==> src/rtl/demodulador.sv <==
// -----------------------------------------------------------------------------
// demodulador
//
// Receive-side companion of the sine-sample modulator. Recovers bits from an
// 8-bit unsigned sine stream (mid-scale MID) and reassembles them LSB-first
// into bytes.
//
// Symbol coding: bit 0 is one full sine period per symbol, bit 1 is one
// half-period per symbol (polarity alternating). The first and second halves
// of each symbol are therefore of opposite polarity for a 0 and of equal
// polarity for a 1. That comparison does not depend on absolute polarity, so
// no phase tracking is needed.
//
// Ports:
//   clk            rising-edge clock
//   rst_n          asynchronous active-low reset
//   amostra        unsigned input sample
//   amostra_valida qualifies amostra; samples are consumed only when 1
//   sync           alignment pulse; the sample accepted with it is index 0
//                  of bit 0 of a new byte
//   dado_rx        last completed byte, held until the next one completes
//   byte_valido    one-cycle pulse when dado_rx updates
//   bit_rx         last decided bit
//   bit_valido     one-cycle pulse when bit_rx updates
//   sincronizado   high once a sync has been seen, cleared only by reset
// -----------------------------------------------------------------------------
module demodulador #(
    parameter int SAMPLES_PER_BIT = 32,
    parameter int MID             = 128,
    parameter int BITS_PER_BYTE   = 8
) (
    input  logic                     clk,
    input  logic                     rst_n,
    input  logic [7:0]               amostra,
    input  logic                     amostra_valida,
    input  logic                     sync,
    output logic [BITS_PER_BYTE-1:0] dado_rx,
    output logic                     byte_valido,
    output logic                     bit_rx,
    output logic                     bit_valido,
    output logic                     sincronizado
);

    localparam int H      = SAMPLES_PER_BIT / 2;
    localparam int IDX_W  = $clog2(SAMPLES_PER_BIT);
    localparam int ACC_W  = $clog2(H);
    localparam int BCNT_W = (BITS_PER_BYTE > 1) ? $clog2(BITS_PER_BYTE) : 1;

    localparam logic [7:0]        MID_L     = 8'(MID);
    localparam logic [IDX_W-1:0]  IDX_ZERO  = '0;
    localparam logic [IDX_W-1:0]  IDX_ONE   = IDX_W'(1);
    localparam logic [IDX_W-1:0]  IDX_H     = IDX_W'(H);
    localparam logic [IDX_W-1:0]  IDX_LAST  = IDX_W'(SAMPLES_PER_BIT - 1);
    localparam logic [ACC_W:0]    HALF_THR  = (ACC_W + 1)'(H / 2);
    localparam logic [BCNT_W-1:0] BCNT_LAST = BCNT_W'(BITS_PER_BYTE - 1);

    // Only two modes: waiting for the first sync, and locked to symbol timing.
    typedef enum logic {
        ST_IDLE,
        ST_SYNC
    } state_t;

    state_t                   state,        state_n;
    logic [IDX_W-1:0]         idx,          idx_n;
    logic [ACC_W-1:0]         acc_a,        acc_a_n;
    logic [ACC_W-1:0]         acc_b,        acc_b_n;
    logic [BCNT_W-1:0]        bitcnt,       bitcnt_n;
    logic [BITS_PER_BYTE-1:0] shreg,        shreg_n;
    logic [BITS_PER_BYTE-1:0] dado_rx_n;
    logic                     bit_rx_n;
    logic                     bit_valido_n;
    logic                     byte_valido_n;

    logic                     above;
    logic [ACC_W:0]           b_total;
    logic                     a_hi;
    logic                     b_hi;
    logic                     bit_dec;

    // Strictly greater: a sample sitting exactly on MID counts as not-above.
    assign above = (amostra > MID_L);

    // The decision sample (last index) belongs to the second half, so it is
    // folded into acc_b before the threshold compare.
    assign b_total = {1'b0, acc_b} + (ACC_W + 1)'(above);
    assign a_hi    = ({1'b0, acc_a} >= HALF_THR);
    assign b_hi    = (b_total >= HALF_THR);
    assign bit_dec = (a_hi == b_hi);

    assign sincronizado = (state == ST_SYNC);

    // NOTE: every variable gets its hold/default value first so that no path
    // through the branches below leaves one unassigned (which would infer a latch).
    always_comb begin
        state_n       = state;
        idx_n         = idx;
        acc_a_n       = acc_a;
        acc_b_n       = acc_b;
        bitcnt_n      = bitcnt;
        shreg_n       = shreg;
        dado_rx_n     = dado_rx;
        bit_rx_n      = bit_rx;
        bit_valido_n  = 1'b0;
        byte_valido_n = 1'b0;

        if (sync) begin
            // Realign: the partial byte is dropped without a byte pulse.
            state_n  = ST_SYNC;
            idx_n    = amostra_valida ? IDX_ONE : IDX_ZERO;
            acc_a_n  = '0;
            acc_b_n  = '0;
            bitcnt_n = '0;
            shreg_n  = '0;
        end else if (state == ST_SYNC && amostra_valida) begin
            // Power-of-two symbol length: the increment wraps on its own.
            idx_n = idx + IDX_ONE;

            // Indices 0 and H are nominal zero crossings and are skipped.
            if (idx != IDX_ZERO && idx < IDX_H) begin
                acc_a_n = acc_a + ACC_W'(above);
            end else if (idx > IDX_H && idx != IDX_LAST) begin
                acc_b_n = acc_b + ACC_W'(above);
            end

            if (idx == IDX_LAST) begin
                acc_a_n         = '0;
                acc_b_n         = '0;
                bit_rx_n        = bit_dec;
                bit_valido_n    = 1'b1;
                shreg_n[bitcnt] = bit_dec;
                if (bitcnt == BCNT_LAST) begin
                    bitcnt_n      = '0;
                    dado_rx_n     = shreg_n;
                    byte_valido_n = 1'b1;
                end else begin
                    bitcnt_n = bitcnt + BCNT_W'(1);
                end
            end
        end
    end

    // NOTE: sequential state uses non-blocking assignments so every register
    // samples the pre-edge values, independent of statement order.
    always_ff @(posedge clk or negedge rst_n) begin
        if (!rst_n) begin
            state       <= ST_IDLE;
            idx         <= '0;
            acc_a       <= '0;
            acc_b       <= '0;
            bitcnt      <= '0;
            shreg       <= '0;
            dado_rx     <= '0;
            bit_rx      <= 1'b0;
            bit_valido  <= 1'b0;
            byte_valido <= 1'b0;
        end else begin
            state       <= state_n;
            idx         <= idx_n;
            acc_a       <= acc_a_n;
            acc_b       <= acc_b_n;
            bitcnt      <= bitcnt_n;
            shreg       <= shreg_n;
            dado_rx     <= dado_rx_n;
            bit_rx      <= bit_rx_n;
            bit_valido  <= bit_valido_n;
            byte_valido <= byte_valido_n;
        end
    end

endmodule

==> config.mk <==
export PLATFORM = sky130hd
export DESIGN_NAME = demodulador
export DESIGN_NICKNAME = d
export VERILOG_FILES = /design/src/rtl/demodulador.sv
export SDC_FILE = /design/constraint.sdc
export NUM_CORES = 1
export LEC_CHECK = 0
export BUFFER_PORTS_ARGS = -buffer_cell sky130_fd_sc_hd__buf_2
export CAP_MARGIN = 30
export CORE_MARGIN = 3
export CORE_UTILIZATION = 52
export DETAILED_ROUTE_END_ITERATION = 8
export GPL_ROUTABILITY_DRIVEN = 1
export HOLD_SLACK_MARGIN = 0.15
export PLACE_DENSITY = 0.78
export SYNTH_ARGS = -nofsm -noshare
export SYNTH_HDL_FRONTEND = slang
export SYNTH_SLANG_ARGS = --single-unit
==> constraint.sdc <==
create_clock -name clk -period 1.8 [get_ports clk]
set_clock_uncertainty 0.15 [all_clocks]
set_input_delay 0.09 -clock clk [delete_from_list [all_inputs] [get_ports clk]]
set_output_delay 0.09 -clock clk [all_outputs]
set_load 0.02 [all_outputs]
==> reports/results.md, run 1 <==
| Result | Value | Unit |
| --- | --- | --- |
| Outcome | complete, but fails checks | - |
| Violations in the final reports | setup timing | - |
| Post-synth EDFFs | 0 | - |
| Reported leakage power | 1.26 | nW |
| Post-detailed-route via-to-cell ratio | 6.43 | - |
| Headroom to the max-slew limit | 53.8 | % |
| Smallest hold slack | 0.206 | ns |
| Path type of the worst min-delay path | in -> async | - |
| Main synth FF type | dfrtp_1 | - |
| Most frequent cell after synthesis | dfrtp_1 | - |
| Core Area | 3490 | um^2 |
| Number of filler instances in the final layout | 173 | - |
| Yosys top cell by area | dfrtp_1 | - |
| Worst ir drop on vdd | 0.586 | mV |
| Detail Route met2 WL | 3270 | um |
| Clock slew at reported path FFs | 0.08 | ns |
| Setup TNS | -4.22 | ns |
| Global-route wire length before repair | 9270 | um |
| Clk buf depth | 2 | - |
| Synth warnings | 0 | - |
| Synth-to-Final Area Change | 47.9 | % |
| Overall die width | 67.6 | um |
| Via total after detailed routing | 1961 | - |
| Number of I/O pins | 24 | - |
| Clk sink count | 36 | - |
| Initial antenna violation count | 0 | - |
| Routability-driven placement congestion ratio | 0.899 | - |
| Required arrival time at the worst endpoint | 1.86 | ns |
| Number of global-route vias before repair | 1973 | - |
| Maximum clock frequency | 498 | MHz |
| Synthesized area per cell | 9.90 | um^2 |
| Path type of the worst setup path | reg -> reg | - |
| Unrepaired setup endpoints after global routing | yes | - |
| Number of register bits inferred by synthesis | 36 | - |
| Number of remaining DRC errors | 0 | - |
| Final critical-path share of the clock period | 112 | % |
| Worst setup slack after placement | -0.323 | ns |
| Post-DR wirelength/cell | 21.1 | um |
| Cells along the critical path | ha_2, and3_4, ha_4, nand4b_4, inv_4, nand2_4, buf_6, o31ai_1 | - |
| Top routing layer in use | met4 | - |
| Clock tree from TritonCTS | built | - |
| Largest net degree at the start of global routing | 37 | - |
| Detailed placer's ending HPWL | 3290 | um |
| Synthesized cell area | 1970 | um^2 |
| Area of the die | 4560 | um^2 |
| Syn Inst Count | 199 | - |
| Worst path slowest cell | dfrtp_1 | - |
| GR Util All Layers | 27.9 | % |
| Fraction of post-synthesis cell area in the top cell type by area | 45.7 | % |
| Post-route cell area | 2920 | um^2 |
| # diodes | 0 | - |
| First-iteration detailed-routing DRC count | 221 | - |
| Number of buffers created by CTS | 5 | - |
| Leading post-synthesis cells by cell area | dfrtp_1, ha_1, a21oi_1, nand2_1, o31ai_1 | - |
| Vertical die dimension | 67.6 | um |
| Endpoints failing hold | 0 | - |
| Remaining Overflow, GRT | 0 | - |
| Post-route setup slack | -0.209 | ns |
| Insertion delay of the later-clocked pin in the worst-skew pair | 0.30 | ns |
| Final net count | 279 | - |
| Time the final worst path needs with I/O delays and setup | 2.01 | ns |
| Reported max-cap violation count | 0 | - |
| Total number of placement rows | 21 | - |
| Power per cell area | 564 | nW/um^2 |
| Routed wl met3 | 407 | um |
| Htree depth | 2 | - |
| Max incr delay on CP | 0.43 | ns |
| Share of post-route cells with drive strength above 1 | 51.4 | % |
| Library cell used as clock root buffer | clkbuf_8 | - |
| Number of cells after detailed placement | 279 | - |
| Area after DPL | 2350 | um^2 |
| Crit start category | flip-flop | - |
| Final max-slew violation count | 0 | - |
| Arrival time of data at the critical path endpoint | 2.06 | ns |
| DRT Wirelength | 6440 | um |
| Post-synth ARST share | 100 | % |
| Post-Syn Nets | 220 | - |
| Count of non-filler cells in the finished layout | 305 | - |
| Met1 wire length | 2470 | um |
| Sequential-to-total area share from yosys stat | 45.7 | % |
| Starting utilization of the core area | 56.4 | % |
| Commonest cells in the synthesized netlist | dfrtp_1, a21oi_1, nand2_1 | - |
| # setup viols final | 28 | - |
| Crit end category | flip-flop | - |
| First-pass detailed-route iteration total | 5 | - |
| Port Buffer Count | 23 | - |
| Pin slew with the least headroom to its limit | 0.691 | ns |
| Number of antenna-violating nets in the routed design | 0 | - |
| Number of unique standard cell types used by synthesis | 47 | - |
| CP Max Fanout | 6 | - |
## what timing repair did
action                                 in CTS  in global routing
pin swaps                                  22                 11
cloned                                      1                  0
gates resized for setup                    51                 33
setup endpoints to repair                  29                 29
buffers inserted                           12                  3
hold buffers                                3                  0
endpoints found under the hold margin      52                  0
## cells by family after synthesis
family / after synthesis / synth area share [%]
AOI/OAI and AO/OA: 64 / 22.1
and+or+nand+nor: 58 / 17.3
DFF: 36 / 45.7
buffers and inverters: 27 / 6.22
adders and majority gates: 9 / 5.71
xor gates and xnor gates: 3 / 1.71
muxes: 2 / 1.21
## report_power, final
part / internal, mW / switching [mW]
Combinational: 0.0908 / 0.117
Clock: 0.312 / 0.301
Sequential: 0.816 / 0.00708
Total: 1.22 / 0.425
## worst paths after layout
check	from	slack [ns]	endpoint	cells after the start
setup / recovery	idx[0]$_DFFE_PN0P_	-0.21	dado_rx[6]$_DFFE_PN0P_	8
hold / removal	rst_n	0.21	dado_rx[6]$_DFFE_PN0P_	3
setup reg to reg	idx[0]$_DFFE_PN0P_	-0.21	dado_rx[6]$_DFFE_PN0P_	8
hold reg to reg	dado_rx[4]$_DFFE_PN0P_	0.37	dado_rx[4]$_DFFE_PN0P_	2
max in group asynchronous	rst_n	0.94	bitcnt[0]$_DFFE_PN0P_	3
min in group clk	amostra_valida	0.22	idx[1]$_DFFE_PN0P_	4
## state kept, by name (all words and copies together), names as in the netlist
name          flops
bitcnt            3
idx               5
dado_rx           8
byte_valido       1
bit_rx            1
bit_valido        1
acc_a             4
acc_b             4
sincronizado      1
shreg             8
## critical path: cells and delay by family, from the launching register on
kind                       cells  cell delay [ns]
adders and majority gates      2             0.39
and+or+nand+nor                3             0.41
buffers and inverters          2             0.27
AOI/OAI and AO/OA              1             0.26
DFF                            1             0.43
## layout by cell type, fill, tap and decap left out, types with 3 or more instances in the layout
| master | Yosys | layout |
|---|---|---|
| buf_6 | 2 | 12 |
| nand4_1 | 7 | 7 |
| nand2_1 | 16 | 14 |
| nand3b_1 | 3 | 3 |
| inv_1 | 12 | 9 |
| ha_4 | 0 | 4 |
| a21boi_2 | 0 | 5 |
| buf_4 | 0 | 26 |
| a21oi_1 | 16 | 8 |
| inv_4 | 0 | 3 |
| a21oi_4 | 0 | 3 |
| ha_1 | 9 | 3 |
| o21ai_2 | 0 | 7 |
| o31ai_2 | 3 | 8 |
| o21ai_1 | 8 | 8 |
| clkbuf_8 | 0 | 6 |
| nor2_1 | 5 | 5 |
| buf_2 | 5 | 23 |
| a31oi_1 | 4 | 3 |
| dfrtp_1 | 36 | 35 |
| nand3_1 | 6 | 5 |
| a21oi_2 | 0 | 5 |
| dlygate4sd3_1 | 0 | 3 |
## metal layers
layer / up-vias / global-route usage [%]
met5: - / 0
met4: 0 / 18.7
met3: 30 / 4.66
met2: 103 / 48.0
met1: 973 / 31.5
li1: 855 / -
## metrics by stage
step	util (%)	power, mW
final	83.4	1.64
after global routing	83.4	1.68
after CTS	78.7	1.61
after detailed placement	67.2	0.966
after global placement	67.2	0.957
after floorplan	-	0.905
## area by class of cell
cell class,count,area (um^2),share of cell area (%)
clock buffer,8,90.1,3.09
inverter,13,56.3,1.93
multi-input combinational,136,1290,44.4
sequential,36,902,30.9
tap,46,57.6,1.97
timing repair buffer,66,515,17.7
(Power assumes the default switching activity.)
==> inputs of run 2 (changes only) <==
--- a/config.mk
+++ b/config.mk
@@ -12,7 +12,7 @@
 export DETAILED_ROUTE_END_ITERATION = 8
 export GPL_ROUTABILITY_DRIVEN = 1
 export HOLD_SLACK_MARGIN = 0.15
-export PLACE_DENSITY = 0.78
+export PLACE_DENSITY = 0.73
 export SYNTH_ARGS = -nofsm -noshare
 export SYNTH_HDL_FRONTEND = slang
 export SYNTH_SLANG_ARGS = --single-unit
==> run 2 against run 1 <==
Against the previous run:
- the flow still finishes with violations (setup timing)
- first-iteration DRC count grew 10%
- final area grew 0.82%
- routed wire length grew 2.4%
- count of clock-buffer cells in the layout shrank 1
- die area is the same
- flip-flop and latch count is the same
- worst setup slack lost 0.089 ns
- total power grew 1.4%
- sequential share of layout area shrank 0.29 points
- clock power grew 3.4%
- critical endpoint is now acc_b[0]$_DFFE_PN0P_
- critical path depth is the same
==> reports/results.md, run 2 (same netlist as run 1, synthesis figures left out) <==
| Result | Value | Unit | Delta |
| --- | --- | --- | --- |
| Outcome | complete, but fails checks | - |  |
| Violations in the final reports | setup timing | - |  |
| Worst-case register-to-register setup slack | -0.30 | ns | -0.09 ns |
| Total number of placement rows | 21 | - | unchanged |
| Met1 wire length | 2310 | um | -6.4% |
| Smallest hold slack | 0.273 | ns | +0.0670 ns |
| Global-route wire length before repair | 9200 | um | -0.74% |
| Post-route setup slack | -0.298 | ns | -0.0892 ns |
| Final Util | 84.1 | % | +0.68 points |
| Power per cell area | 567 | nW/um^2 | +0.59% |
| Clk buf depth | 2 | - | unchanged |
| Number of antenna-violating nets in the routed design | 0 | - | unchanged |
| First-pass detailed-route iteration total | 5 | - | unchanged |
| Port Buffer Count | 23 | - | unchanged |
| Worst reg2reg path startpoint | idx[1]$_DFFE_PN0P_ | - |  |
| Routed wl met3 | 480 | um | +18% |
| Overall die width | 67.6 | um | unchanged |
| Pin slew with the least headroom to its limit | 0.816 | ns | +0.125 ns |
| Top routing layer in use | met4 | - |  |
| Reported leakage power | 1.28 | nW | +1.8% |
| First-iteration detailed-routing DRC count | 243 | - | +10% |
| Final net count | 282 | - | +1.1% |
| Via total after detailed routing | 2011 | - | +2.5% |
| Total Power | 1.67 | mW | +1.4% |
| Worst setup slack after placement | -0.317 | ns | +0.00590 ns |
| Final max-slew violation count | 0 | - | unchanged |
| Arrival time of data at the critical path endpoint | 2.12 | ns | +0.06 ns |
| Crit start category | flip-flop | - |  |
| Time the final worst path needs with I/O delays and setup | 2.10 | ns | +0.0892 ns |
| Cells along the critical path | buf_6, inv_4, ha_4, or3b_4, buf_6, a21boi_2, a41oi_1, o31ai_1 | - |  |
| Detailed placer's ending HPWL | 3430 | um | +4.3% |
| Path type of the worst min-delay path | in -> async | - |  |
| Clock tree from TritonCTS | built | - |  |
| Number of I/O pins | 24 | - | unchanged |
| Number of global-route vias before repair | 1859 | - | -5.8% |
| Number of filler instances in the final layout | 166 | - | -4.0% |
| Capturing point of the worst reg2reg path | acc_b[0]$_DFFE_PN0P_ | - |  |
| Max incr delay on CP | 0.44 | ns | about the same |
| # diodes | 0 | - | unchanged |
| Path type of the worst setup path | reg -> reg | - |  |
| GR Util All Layers | 27.5 | % | -0.44 points |
| Area after DPL | 2350 | um^2 | unchanged |
| DRT Wirelength | 6590 | um | +2.4% |
| Share of post-route cells with drive strength above 1 | 52.9 | % | +1.5 points |
| Remaining Overflow, GRT | 0 | - | unchanged |
| Largest net degree at the start of global routing | 37 | - | unchanged |
| Core Area | 3490 | um^2 | unchanged |
| Starting utilization of the core area | 56.4 | % | unchanged |
| Number of remaining DRC errors | 0 | - | unchanged |
| Required arrival time at the worst endpoint | 1.82 | ns | -0.04 ns |
| Final critical-path share of the clock period | 117 | % | +5.0 points |
| Library cell used as clock root buffer | clkbuf_8 | - |  |
| Post-route cell area | 2940 | um^2 | +0.82% |
| Endpoints failing hold | 0 | - | unchanged |
| Vertical die dimension | 67.6 | um | unchanged |
| Commonest non-fill, non-tap cells in the layout | dfrtp_1, buf_4, buf_2 | - |  |
| Unrepaired setup endpoints after global routing | yes | - |  |
| Routability-driven placement congestion ratio | 0.843 | - | -6.2% |
| Insertion delay of the later-clocked pin in the worst-skew pair | 0.29 | ns | about the same |
| Post-detailed-route via-to-cell ratio | 6.55 | - | +1.9% |
| Commonest non-fill, non-tap cell in the layout | dfrtp_1 | - |  |
| Initial antenna violation count | 0 | - | unchanged |
| Worst ir drop on vdd | 0.367 | mV | -37% |
| Maximum clock frequency | 477 | MHz | -4.3% |
| Number of buffers created by CTS | 5 | - | unchanged |
| Clock slew at reported path FFs | 0.08 | ns | about the same |
| Synth-to-Final Area Change | 49.1 | % |  |
| Detail Route met2 WL | 3470 | um | +6.0% |
| # setup viols final | 25 | - | -11% |
| CP Max Fanout | 7 | - | +1 |
| Post-DR wirelength/cell | 21.5 | um | +1.7% |
| Headroom to the max-slew limit | 45.6 | % | -8.2 points |
| Crit end category | flip-flop | - |  |
| Htree depth | 2 | - | unchanged |
| Area of the die | 4560 | um^2 | unchanged |
| Largest registers ranked by flip-flop count | dado_rx: 8 flops, shreg: 8 flops, idx: 5 flops | - |  |
| Worst path slowest cell | or3b_4 | - |  |
| Cell with the most instances on the worst path | buf_6 | - |  |
| Reported max-cap violation count | 0 | - | unchanged |
| Clk sink count | 36 | - | unchanged |
| Depth of the worst register-to-register path | 8 | - | unchanged |
## run 2: cell types whose count changed in the layout (fill, tap and decap cells not counted), sizes merged
cell,delta
buf,+3
clkbuf,-1
## run 2: repair_timing
action                                  CTS  global route
setup buffers                            11             6
endpoints found under the setup margin   26            30
hold endpoints to repair                 51             0
hold buffers                              4             0
gates cloned                              1             0
resized for setup                        53            31
pin swaps                                24            15
## run 2: layout make-up
| class | instances | area [um^2] | area share [%] |
|---|---|---|---|
| Multi-Input combinational cell | 136 | 1280 | 43.4 |
| Sequential cell | 36 | 901 | 30.7 |
| Timing Repair Buffer | 69 | 549 | 18.7 |
| Clock buffer | 7 | 96.3 | 3.28 |
| Inverter | 13 | 58.8 | 2.00 |
| Tap cell | 46 | 57.6 | 1.96 |
## run 2: power breakdown
part | total, mW | switching, mW | internal (mW)
Clock | 0.635 | 0.294 | 0.341
Combinational | 0.209 | 0.114 | 0.0957
Sequential | 0.822 | 0.00681 | 0.816
## run 2: worst max-delay path by stage
stage | endpoint | startpoint
3_3_place_gp | shreg[3]$_DFFE_PN0P_ | amostra[3]
3_5_place_dp | shreg[3]$_DFFE_PN0P_ | amostra[3]
6_report | acc_b[0]$_DFFE_PN0P_ | idx[1]$_DFFE_PN0P_
2_1_floorplan | shreg[5]$_DFFE_PN0P_ | amostra[3]
5_1_grt | acc_b[0]$_DFFE_PN0P_ | idx[0]$_DFFE_PN0P_
4_1_cts | dado_rx[1]$_DFFE_PN0P_ | idx[0]$_DFFE_PN0P_
## run 2: through the flow
step	TNS [ns]	cells
4_1_cts	-1.54	302
3_5_place_dp	-4.32	279
2_1_floorplan	-0.509	199
3_3_place_gp	-2.49	279
6_report	-3.01	307
5_1_grt	-4.97	307
## run 2: per-layer routing
metal,up-vias,GRT usage [%]
met5,-,0
met4,0,10.6
met3,40,7.32
met2,118,49.0
met1,992,31.0
li1,861,-
## run 2: critical path, delay by kind of cell, from the launching register on
family / cells / cell delay, ns
and+or+nand+nor: 1 / 0.44
DFF: 1 / 0.41
buffers and inverters: 3 / 0.36
AOI/OAI and AO/OA: 3 / 0.51
adders and majority gates: 1 / 0.11
==> inputs of run 3 (changes only) <==
--- a/config.mk
+++ b/config.mk
@@ -13,6 +13,7 @@
 export GPL_ROUTABILITY_DRIVEN = 1
 export HOLD_SLACK_MARGIN = 0.15
 export PLACE_DENSITY = 0.73
+export RECOVER_POWER = 50
 export SYNTH_ARGS = -nofsm -noshare
 export SYNTH_HDL_FRONTEND = slang
 export SYNTH_SLANG_ARGS = --single-unit
==> run 3 against run 2 <==
Against the previous run:
- the flow still finishes with violations (setup timing)
- non-clock buffer count is the same
- clock power is essentially flat
- via count rose by 0.35%
- hold slack better by 0.038 ns
- sequential power about the same
- maximum frequency fell by 0.10%
- total power down 0.14%
- count of clock-buffer cells in the layout did not move
- critical path depth stayed put
- die area did not move
- combinational power about the same
- final area decreased by 0.43%
==> reports/results.md, run 3 (same netlist as run 1, synthesis figures left out) <==
| Result | Value | Unit | Delta |
| --- | --- | --- | --- |
| Power per cell area | 569 | nW/um^2 | +0.28% |
| Endpoints failing hold | 0 | - | unchanged |
| Pin slew with the least headroom to its limit | 0.918 | ns | +0.102 ns |
| Commonest non-fill, non-tap cell in the layout | dfrtp_1 | - |  |
| # diodes | 0 | - | unchanged |
| First-iteration detailed-routing DRC count | 210 | - | -14% |
| Combined area of the multi-input logic cells | 1280 | um^2 | unchanged |
| Maximum clock frequency | 476 | MHz | -0.10% |
| # setup viols final | 26 | - | +4.0% |
| Clk sink count | 36 | - | unchanged |
| Arrival time of data at the critical path endpoint | 2.13 | ns | about the same |
| Largest registers ranked by flip-flop count | dado_rx: 8 flops, shreg: 8 flops, idx: 5 flops | - |  |
| Routing usage on met2 | 49.0 | % | unchanged |
| Post-detailed-route via-to-cell ratio | 6.57 | - | +0.35% |
| Synth-to-Final Area Change | 48.5 | % |  |
| GR Util All Layers | 27.5 | % | unchanged |
| Detailed placer's ending HPWL | 3430 | um | unchanged |
| Clock tree from TritonCTS | built | - |  |
| Number of buffers created by CTS | 5 | - | unchanged |
| Commonest non-fill, non-tap cells in the layout | dfrtp_1, buf_4, nand2_1 | - |  |
| Number of global-route vias before repair | 1859 | - | unchanged |
| Largest net degree at the start of global routing | 37 | - | unchanged |
| Path type of the worst setup path | reg -> reg | - |  |
| Grt met3 use | 7.32 | % | unchanged |
| Initial antenna violation count | 0 | - | unchanged |
| Required arrival time at the worst endpoint | 1.83 | ns | about the same |
| Via total after detailed routing | 2018 | - | +0.35% |
| Path type of the worst min-delay path | in -> async | - |  |
| Smallest hold slack | 0.310 | ns | +0.0376 ns |
| Insertion delay of the later-clocked pin in the worst-skew pair | 0.29 | ns | about the same |
| Reported leakage power | 1.24 | nW | -3.4% |
| Clk buf depth | 2 | - | unchanged |
| Register share of total power | 49.4 | % | about the same |
| Crit end category | flip-flop | - |  |
| Switching component of the power | 0.412 | mW | -0.61% |
| Final max-slew violation count | 0 | - | unchanged |
| Port Buffer Count | 23 | - | unchanged |
| Vertical die dimension | 67.6 | um | unchanged |
| DRT Wirelength | 6630 | um | +0.53% |
| Power share of the combinational group | 12.6 | % | about the same |
| Violations in the final reports | setup timing | - |  |
| Number of I/O pins | 24 | - | unchanged |
| Final net count | 282 | - | unchanged |
| Remaining Overflow, GRT | 0 | - | unchanged |
| Outcome | complete, but fails checks | - |  |
| Worst setup slack after placement | -0.317 | ns | unchanged |
| Most crowded layer after global routing | met2 | - |  |
| CP Max Fanout | 7 | - | unchanged |
| Core Area | 3490 | um^2 | unchanged |
| Total Power | 1.66 | mW | -0.14% |
| Routability-driven placement congestion ratio | 0.843 | - | unchanged |
| Sw Share | 24.8 | % | -0.12 points |
| Power Internal | 1.25 | mW | about the same |
| First-pass detailed-route iteration total | 4 | - | -1 |
| Total number of placement rows | 21 | - | unchanged |
| Time the final worst path needs with I/O delays and setup | 2.10 | ns | +0.00216 ns |
| Library cell used as clock root buffer | clkbuf_8 | - |  |
| Worst ir drop on vdd | 0.367 | mV | about the same |
| Htree depth | 2 | - | unchanged |
| Met1 global-route usage | 31.0 | % | unchanged |
| Number of antenna-violating nets in the routed design | 0 | - | unchanged |
| Reported max-cap violation count | 0 | - | unchanged |
| Global-route wire length before repair | 9200 | um | unchanged |
| Number of remaining DRC errors | 0 | - | unchanged |
| Share of post-route cells with drive strength above 1 | 49.0 | % | -3.8 points |
| Unrepaired setup endpoints after global routing | yes | - |  |
| Part of the total power dissipated in the clock network | 38.0 | % | about the same |
| Post-DR wirelength/cell | 21.6 | um | +0.53% |
| Post-route setup slack | -0.301 | ns | -0.00215 ns |
| Overall die width | 67.6 | um | unchanged |
| Clock slew at reported path FFs | 0.07 | ns | about the same |
| Area of the die | 4560 | um^2 | unchanged |
| Starting utilization of the core area | 56.4 | % | unchanged |
| Register cell area after layout | 901 | um^2 | unchanged |
| Crit start category | flip-flop | - |  |
| Number of filler instances in the final layout | 175 | - | +5.4% |
| Headroom to the max-slew limit | 38.8 | % | -6.8 points |
| Final critical-path share of the clock period | 117 | % | +0.12 points |
-- run 3: cell types whose count changed in the layout (fill, tap and decap cells not counted), sizes merged --
cell	change
clkbuf	+11
buf	-11
-- run 3: power by group through the flow --
| stage | sequential [mW] | combinational [mW] | clock [mW] |
|---|---|---|---|
| floorplan | 0.837 | 0.0683 | 0 |
| global placement | 0.837 | 0.117 | 0 |
| detailed placement | 0.838 | 0.122 | 0 |
| CTS | 0.822 | 0.184 | 0.650 |
| global route | 0.822 | 0.229 | 0.682 |
| finish | 0.823 | 0.210 | 0.632 |
-- run 3: layout make-up --
cell class	count	area share (%)
Inverter	13	2.01
Tap cell	46	1.97
Multi-Input combinational cell	136	43.6
Sequential cell	36	30.8
Clock buffer	7	3.29
Timing Repair Buffer	69	18.3
-- run 3: final timing paths --
path | start | to | slack [ns] | depth (start not counted)
max in group asynchronous | rst_n | idx[2]$_DFFE_PN0P_ | 0.62 | 2
min reg2reg | dado_rx[3]$_DFFE_PN0P_ | dado_rx[3]$_DFFE_PN0P_ | 0.36 | 2
min in group clk | dado_rx[3]$_DFFE_PN0P_ | dado_rx[3]$_DFFE_PN0P_ | 0.36 | 2
min | rst_n | shreg[1]$_DFFE_PN0P_ | 0.31 | 2
max reg2reg | idx[1]$_DFFE_PN0P_ | acc_b[0]$_DFFE_PN0P_ | -0.30 | 8
max | idx[1]$_DFFE_PN0P_ | acc_b[0]$_DFFE_PN0P_ | -0.30 | 8
-- run 3: worst max-delay path: stages, from the launching register on --
cell and delay (ns):
dfrtp_1 0.41, buf_6 0.14, inv_4 0.05, ha_4 0.11, or3b_4 0.44, buf_6 0.17, a21boi_2 0.14, a41oi_1 0.07
o31ai_1 0.31
-- run 3: metrics by stage --
stage	area, um^2	utilization [%]	instances	setup TNS (ns)
detailed placement	2350	67.2	279	-4.32
CTS	2770	79.3	302	-1.54
finish	2930	83.7	307	-3.08
floorplan	2040	-	199	-0.509
global route	2930	83.7	307	-4.97
global placement	2350	67.2	279	-2.49
-- run 3: timing repair --
| action | in CTS | in global routing |
|---|---|---|
| hold buffers | 4 | 0 |
| endpoints found under the setup margin | 26 | 30 |
| resized for setup | 53 | 31 |
| pin swaps | 24 | 15 |
| hold endpoints to repair | 51 | 0 |
| gates cloned | 1 | 0 |
| buffers inserted | 11 | 6 |
-- run 3: layer usage --
layer	share of wire, %	wire length, um
met4	5.9	391
met1	35	2320
met5	0	0
met3	7.5	498
met2	52	3410
